--- src/rtl/ifft_dif_butterfly_pipe.sv ---
// Radix-2 DIF butterfly for the inverse path: X=a+b, Y=(a-b)*conj(w), optional /2 and saturation.
// Three registered stages under one global enable; a stalled output freezes the whole pipe.
module ifft_dif_butterfly_pipe #(
  parameter int WIDTH    = 12,
  parameter int FRACTION = 8,
  parameter int SCALE    = 1
) (
  input  logic             clk,
  input  logic             rst,
  input  logic             in_valid,
  output logic             in_ready,
  input  logic [WIDTH-1:0] a_re,
  input  logic [WIDTH-1:0] a_im,
  input  logic [WIDTH-1:0] b_re,
  input  logic [WIDTH-1:0] b_im,
  input  logic [WIDTH-1:0] w_re,
  input  logic [WIDTH-1:0] w_im,
  input  logic             in_last,
  output logic             out_valid,
  input  logic             out_ready,
  output logic [WIDTH-1:0] x_re,
  output logic [WIDTH-1:0] x_im,
  output logic [WIDTH-1:0] y_re,
  output logic [WIDTH-1:0] y_im,
  output logic             out_last,
  output logic             ovf,
  output logic             ovf_sticky,
  input  logic             ovf_clr
);

  localparam int SW = WIDTH + 1;
  localparam int PW = 2 * WIDTH + 2;
  localparam logic signed [PW-1:0] MAXV = $signed({{(PW-WIDTH+1){1'b0}}, {(WIDTH-1){1'b1}}});
  localparam logic signed [PW-1:0] MINV = $signed({{(PW-WIDTH+1){1'b1}}, {(WIDTH-1){1'b0}}});

  function automatic logic signed [PW-1:0] ext_s(input logic [SW-1:0] v);
    return $signed({{(PW-SW){v[SW-1]}}, v});
  endfunction

  function automatic logic signed [PW-1:0] ext_w(input logic [WIDTH-1:0] v);
    return $signed({{(PW-WIDTH){v[WIDTH-1]}}, v});
  endfunction

  // Returns {saturated_flag, clamped_value}.
  function automatic logic [WIDTH:0] sat(input logic signed [PW-1:0] v);
    if (v > MAXV) return {1'b1, MAXV[WIDTH-1:0]};
    else if (v < MINV) return {1'b1, MINV[WIDTH-1:0]};
    else return {1'b0, v[WIDTH-1:0]};
  endfunction

  logic adv;

  logic          v1_q, v1_d, last1_q, last1_d;
  logic [SW-1:0] s_re1_q, s_re1_d, s_im1_q, s_im1_d;
  logic [SW-1:0] d_re1_q, d_re1_d, d_im1_q, d_im1_d;
  logic [WIDTH-1:0] w_re1_q, w_re1_d, w_im1_q, w_im1_d;

  logic          v2_q, v2_d, last2_q, last2_d;
  logic [SW-1:0] s_re2_q, s_re2_d, s_im2_q, s_im2_d;
  logic signed [PW-1:0] pr2_q, pr2_d, pi2_q, pi2_d;

  logic          v3_q, v3_d, last3_q, last3_d, ovf3_q, ovf3_d, sticky_q, sticky_d;
  logic [WIDTH-1:0] x_re_q, x_re_d, x_im_q, x_im_d, y_re_q, y_re_d, y_im_q, y_im_d;

  logic signed [PW-1:0] xr_w, xi_w, yr_w, yi_w;
  logic [WIDTH:0] xr_s, xi_s, yr_s, yi_s;

  assign adv      = ~v3_q | out_ready;
  assign in_ready = adv;

  always_comb begin
    xr_w = ext_s(s_re2_q) >>> SCALE;
    xi_w = ext_s(s_im2_q) >>> SCALE;
    // Floor shift: the extra SCALE bit folds into one arithmetic shift.
    yr_w = pr2_q >>> (FRACTION + SCALE);
    yi_w = pi2_q >>> (FRACTION + SCALE);
    xr_s = sat(xr_w);
    xi_s = sat(xi_w);
    yr_s = sat(yr_w);
    yi_s = sat(yi_w);
  end

  always_comb begin
    v1_d = v1_q;       last1_d = last1_q;
    s_re1_d = s_re1_q; s_im1_d = s_im1_q;
    d_re1_d = d_re1_q; d_im1_d = d_im1_q;
    w_re1_d = w_re1_q; w_im1_d = w_im1_q;
    v2_d = v2_q;       last2_d = last2_q;
    s_re2_d = s_re2_q; s_im2_d = s_im2_q;
    pr2_d = pr2_q;     pi2_d = pi2_q;
    v3_d = v3_q;       last3_d = last3_q;   ovf3_d = ovf3_q;
    x_re_d = x_re_q;   x_im_d = x_im_q;
    y_re_d = y_re_q;   y_im_d = y_im_q;
    sticky_d = sticky_q;

    if (adv) begin
      v1_d    = in_valid;
      last1_d = in_last;
      s_re1_d = {a_re[WIDTH-1], a_re} + {b_re[WIDTH-1], b_re};
      s_im1_d = {a_im[WIDTH-1], a_im} + {b_im[WIDTH-1], b_im};
      d_re1_d = {a_re[WIDTH-1], a_re} - {b_re[WIDTH-1], b_re};
      d_im1_d = {a_im[WIDTH-1], a_im} - {b_im[WIDTH-1], b_im};
      w_re1_d = w_re;
      w_im1_d = w_im;

      v2_d    = v1_q;
      last2_d = last1_q;
      s_re2_d = s_re1_q;
      s_im2_d = s_im1_q;
      // Multiply by conj(w): (dr + j di)(wr - j wi).
      pr2_d = ext_s(d_re1_q) * ext_w(w_re1_q) + ext_s(d_im1_q) * ext_w(w_im1_q);
      pi2_d = ext_s(d_im1_q) * ext_w(w_re1_q) - ext_s(d_re1_q) * ext_w(w_im1_q);

      v3_d    = v2_q;
      last3_d = last2_q;
      x_re_d  = xr_s[WIDTH-1:0];
      x_im_d  = xi_s[WIDTH-1:0];
      y_re_d  = yr_s[WIDTH-1:0];
      y_im_d  = yi_s[WIDTH-1:0];
      ovf3_d  = xr_s[WIDTH] | xi_s[WIDTH] | yr_s[WIDTH] | yi_s[WIDTH];
    end

    if (ovf_clr) sticky_d = 1'b0;
    if (v3_q && out_ready && ovf3_q) sticky_d = 1'b1;
  end

  always_ff @(posedge clk) begin
    if (rst) begin
      v1_q <= 1'b0;   last1_q <= 1'b0;
      s_re1_q <= '0;  s_im1_q <= '0;  d_re1_q <= '0;  d_im1_q <= '0;
      w_re1_q <= '0;  w_im1_q <= '0;
      v2_q <= 1'b0;   last2_q <= 1'b0;
      s_re2_q <= '0;  s_im2_q <= '0;  pr2_q <= '0;    pi2_q <= '0;
      v3_q <= 1'b0;   last3_q <= 1'b0; ovf3_q <= 1'b0;
      x_re_q <= '0;   x_im_q <= '0;   y_re_q <= '0;   y_im_q <= '0;
      sticky_q <= 1'b0;
    end else begin
      v1_q <= v1_d;       last1_q <= last1_d;
      s_re1_q <= s_re1_d; s_im1_q <= s_im1_d;
      d_re1_q <= d_re1_d; d_im1_q <= d_im1_d;
      w_re1_q <= w_re1_d; w_im1_q <= w_im1_d;
      v2_q <= v2_d;       last2_q <= last2_d;
      s_re2_q <= s_re2_d; s_im2_q <= s_im2_d;
      pr2_q <= pr2_d;     pi2_q <= pi2_d;
      v3_q <= v3_d;       last3_q <= last3_d;   ovf3_q <= ovf3_d;
      x_re_q <= x_re_d;   x_im_q <= x_im_d;
      y_re_q <= y_re_d;   y_im_q <= y_im_d;
      sticky_q <= sticky_d;
    end
  end

  assign out_valid  = v3_q;
  assign out_last   = last3_q;
  assign ovf        = ovf3_q;
  assign ovf_sticky = sticky_q;
  assign x_re       = x_re_q;
  assign x_im       = x_im_q;
  assign y_re       = y_re_q;
  assign y_im       = y_im_q;

endmodule

--- config.mk ---
export PLATFORM = sky130hd
export DESIGN_NAME = ifft_dif_butterfly_pipe
export DESIGN_NICKNAME = d
export VERILOG_FILES = /design/src/rtl/ifft_dif_butterfly_pipe.sv
export SDC_FILE = /design/constraint.sdc
export NUM_CORES = 2
export LEC_CHECK = 0
export ABC_CLOCK_PERIOD_IN_PS = 8600
export CAP_MARGIN = 5
export CORE_MARGIN = 3
export CORE_UTILIZATION = 60
export DETAILED_ROUTE_END_ITERATION = 16
export GPL_TIMING_DRIVEN = 1
export PLACE_DENSITY = 0.82
export SYNTH_ARGS = -nofsm -noshare
export SYNTH_HDL_FRONTEND = slang
export SYNTH_SLANG_ARGS = --single-unit
--- constraint.sdc ---
create_clock -name clk -period 8.6 [get_ports clk]
set_clock_uncertainty 0.2 [all_clocks]
set_input_delay 1.72 -clock clk [delete_from_list [all_inputs] [get_ports clk]]
set_output_delay 1.72 -clock clk [all_outputs]
set_load 0.01 [all_outputs]
==> flow_results.org <==
** Clock network
- Buffers inserted by post-CTS timing repair :: 0
- CTS Root Cell :: clkbuf_16
- Longest Clk Path Bufs :: 2
- TritonCTS built the clock tree.
- CTS Sinks :: 188
- Clock latency on the worst-skew pair :: 0.46 ns
- H-tree Lvls :: 4
- Clock input transition at the sequential cells of the worst setup and hold paths :: 0.08 ns
- Buffers inserted during clock tree synthesis total 17.
- The number of gates resized after CTS was 0.
- The number of hold buffers added after CTS was 0.

** Synth
- In the synthesized netlist the dominant register cell turns out to be dfxtp_1.
- Share of synthesized registers carrying an async set or reset :: 0%
- Post-Syn Area :: 32,400 sq um
- Ranked by total cell area, the synthesized netlist is headed by fa_1 (43%), dfxtp_1 (12%), inv_1 (9.4%).
- Yosys printed 0 warnings.
- The synthesized design contains 0 enable-type register cells.
- Cell taking the most area after synthesis :: fa_1
- Yosys cell types :: 64
- For this run, the register share of the synthesized area comes to 11.6%.
- After synthesis the netlist holds a flip-flop and latch count of 188.
- Cells after Synth :: 3,626
- By count the netlist is led by inv_1 (807), fa_1 (697), nand2_1 (537).
- When the netlist entered floorplanning its net count stood at 4,637.
- A synthesized cell averages 8.93 sq um.
- The synthesized design devotes to its leading area cell type 43.1% of total area.
- Cell with the most instances after synthesis :: inv_1

** STA
- The smallest clock period supported by the final layout is computed as 7.46 ns.
- Dividing the final minimum period by the clock period gives 86.8%.
- Fin. Hold Viols :: 0
- The final max-slew violation count is 0.
- Setup violations remaining at the end of the flow were counted as 0.
- Setup repair after global routing missed its margin :: false
- Worst-case setup margin in the final layout :: 1.14 ns
- At the pin with the least slew margin, the transition time is 1.28 ns.
- The worst pin sits at a relative slew slack of 14.4%.
- Setup total negative slack on the finished layout was measured at 0 ns.
- Hold Slack :: 0.253 ns
- Highest Clock Rate :: 134 MHz

** Floorplanning
- In this run the horizontal extent of the chip is 238 um.
- After floorplanning, the core was divided into 84 placement rows.
- Floorplan Core Area :: 53,000 sq um
- In this run the vertical extent of the chip is 238 um.
- Die outline area :: 56,800 sq um
- 131 I/O pins were placed.
- For this configuration, the core starts out at a cell density of 61.1%.

** Critical path
- Along the worst path, the maximum fanout reaches 27.
- STA classifies the critical path endpoint as a flip-flop.
- Critical path required time :: 8.71 ns
- Delay contributed by the slowest stage of the critical path :: 1.02 ns
- Arrival time worst endpoint :: 7.57 ns
- In this design, the critical path's most frequently occurring cell is fa_1.
- Kind of start point of the critical path :: flip-flop
- The slowest stage of the critical path belongs to the cell dfxtp_1.
- The critical path is of the reg2reg type.
- For flop-to-flop paths, the worst setup slack is 1.14 ns.
- Critical Path, Cell by Cell :: nand2_1 -> fa_1 -> fa_1 -> fa_1 -> inv_1 -> fa_1 -> inv_1 -> fa_1 -> fa_1 -> fa_1 -> inv_1 -> ha_1 -> a21oi_2 -> nand2_1 -> a221oi_2 -> o21ai_2 -> o211ai_1 -> a21oi_1 -> or3_1 -> nand3_1 -> a21oi_1

** Final layout
- At the end of the flow the core is filled with cells to 65.9%.
- Final Cell Area :: 34,900 sq um
- The count of cells in the finished layout, fillers not included, comes to 4,354.
- N_diodes :: 0
- The final layout contains 4,664 nets.
- Fraction of layout cells with a size suffix above 1 :: 3.03%
- Compared with the post-synthesis result, the final layout area differs by 7.79%.

** Power and ir drop
- For this design the static power due to leakage is 16.8 nW.
- Peak ir drop on the vdd network :: 1.05 mV
- Power density over cell area :: 392 nW/um^2
- Overall Power :: 13.7 mW

** Route
- Across all layers, the routed design uses 24.2k vias.
- The first TritonRoute pass finished after 5 iterations.
- Routed Antenna Nets :: 0
- After detailed routing, the average wire length per cell comes to 18.5 um.
- In this run, the number of DRC markers left after iteration 0 of detailed routing was 1,808.
- Final routed wirelength across all metal layers :: 80,500 um
- In the routed design, unresolved DRC markers number 0.
- DR vias/cell :: 5.56

** Place
- After legalization and detailed placement, the total HPWL measured 64,000 um.
- Placed Cells incl. Taps :: 4,322
- Gp weighted congestion :: 0.898
- In this run the cell area measured after placement is 34,300 sq um.
- Minimum setup slack after placement :: 1.22 ns
- Number of I/O port buffers :: 130

** GRT
- Largest net degree at the start of global routing :: 130
- Summed over all layers, the global routing overflow is 0.
- The via count of the first global-routing pass was 26.3k.
- All-layer global routing usage :: 30.1%
- The first global-routing pass estimated 134,000 um of wire.
- Antenna violations before repair :: 0

** Flow run
- Max capacitance violation total :: 0

** Worst hold path
- The worst hold path belongs to the class reg2reg.

** Status
- The run finished with clean final reports.
-- power by group --
group	switching, mW	internal, mW
Sequential	0.190	1.11
Combinational	6.83	4.73
Clock	0.417	0.394
Total	7.44	6.23
-- area by class of cell --
class / instances / area (sq um)
fillers: 4207 / 18100
flip-flops and latches: 188 / 3760
clock buffers: 18 / 429
well taps: 688 / 861
repair buffers: 188 / 1740
clock inverters: 14 / 168
multi-input cells: 2451 / 24900
inverters: 807 / 3030
-- logic make-up after synthesis --
family | Yosys count | synth area share, %
xor+xnor | 76 | 2.06
fa+ha+maj | 933 | 52.2
buf+inv | 987 | 11.5
compound gates | 351 | 6.62
simple gates | 1091 | 16.0
flops | 188 | 11.6
-- cells in the final DEF, fill, tap and decap left out, drive strengths merged, types with 7 or more instances in the layout --
cell type | Yosys | layout
nand2b | 30 | 30
clkdlybuf4s50 | 0 | 129
nand3b | 11 | 11
o21a | 9 | 9
or3 | 17 | 17
a211oi | 37 | 37
nand2 | 537 | 537
o21bai | 13 | 13
a21o | 18 | 18
a21oi | 187 | 187
and3 | 8 | 8
inv | 807 | 815
dfxtp | 188 | 188
nand4 | 7 | 7
buf | 10 | 59
and2 | 271 | 271
nor2b | 12 | 12
nor3 | 42 | 42
ha | 236 | 236
clkbuf | 170 | 18
xnor2 | 62 | 62
nand3 | 22 | 22
xor2 | 14 | 14
nor2 | 113 | 113
o21ai | 50 | 50
fa | 697 | 697
-- sequential cells by signal, indices dropped and copies added (netlist names), 13 cells and up --
signal   flops
d_im1_q     13
d_re1_q     13
pi2_q       17
pr2_q       17
-- worst paths after layout --
check                                start  cells after the start         to
worst max-delay path            w_re1_q[3]                     21  pr2_q[22]
worst min-delay path               x_im[2]                      2    x_im[2]
worst max register to register  w_re1_q[3]                     21  pr2_q[22]
worst min register to register     x_im[2]                      2    x_im[2]
-- worst max-delay path: cells and delay by family, from the launching register on --
family	cells	cell delay [ns]
simple gates	4	0.67
buf+inv	3	0.14
flops	1	1.02
fa+ha+maj	8	3.91
compound gates	6	1.34
-- layer usage --
metal	vias up	routed length [um]	global-route usage [%]
met3	234	6020	4.81
met4	0	5430	16.7
met2	982	38600	49.7
li1	10820	-	-
met1	12176	30500	38.1
met5	-	0	0
No activity file was read; power rests on OpenSTA's default activity.
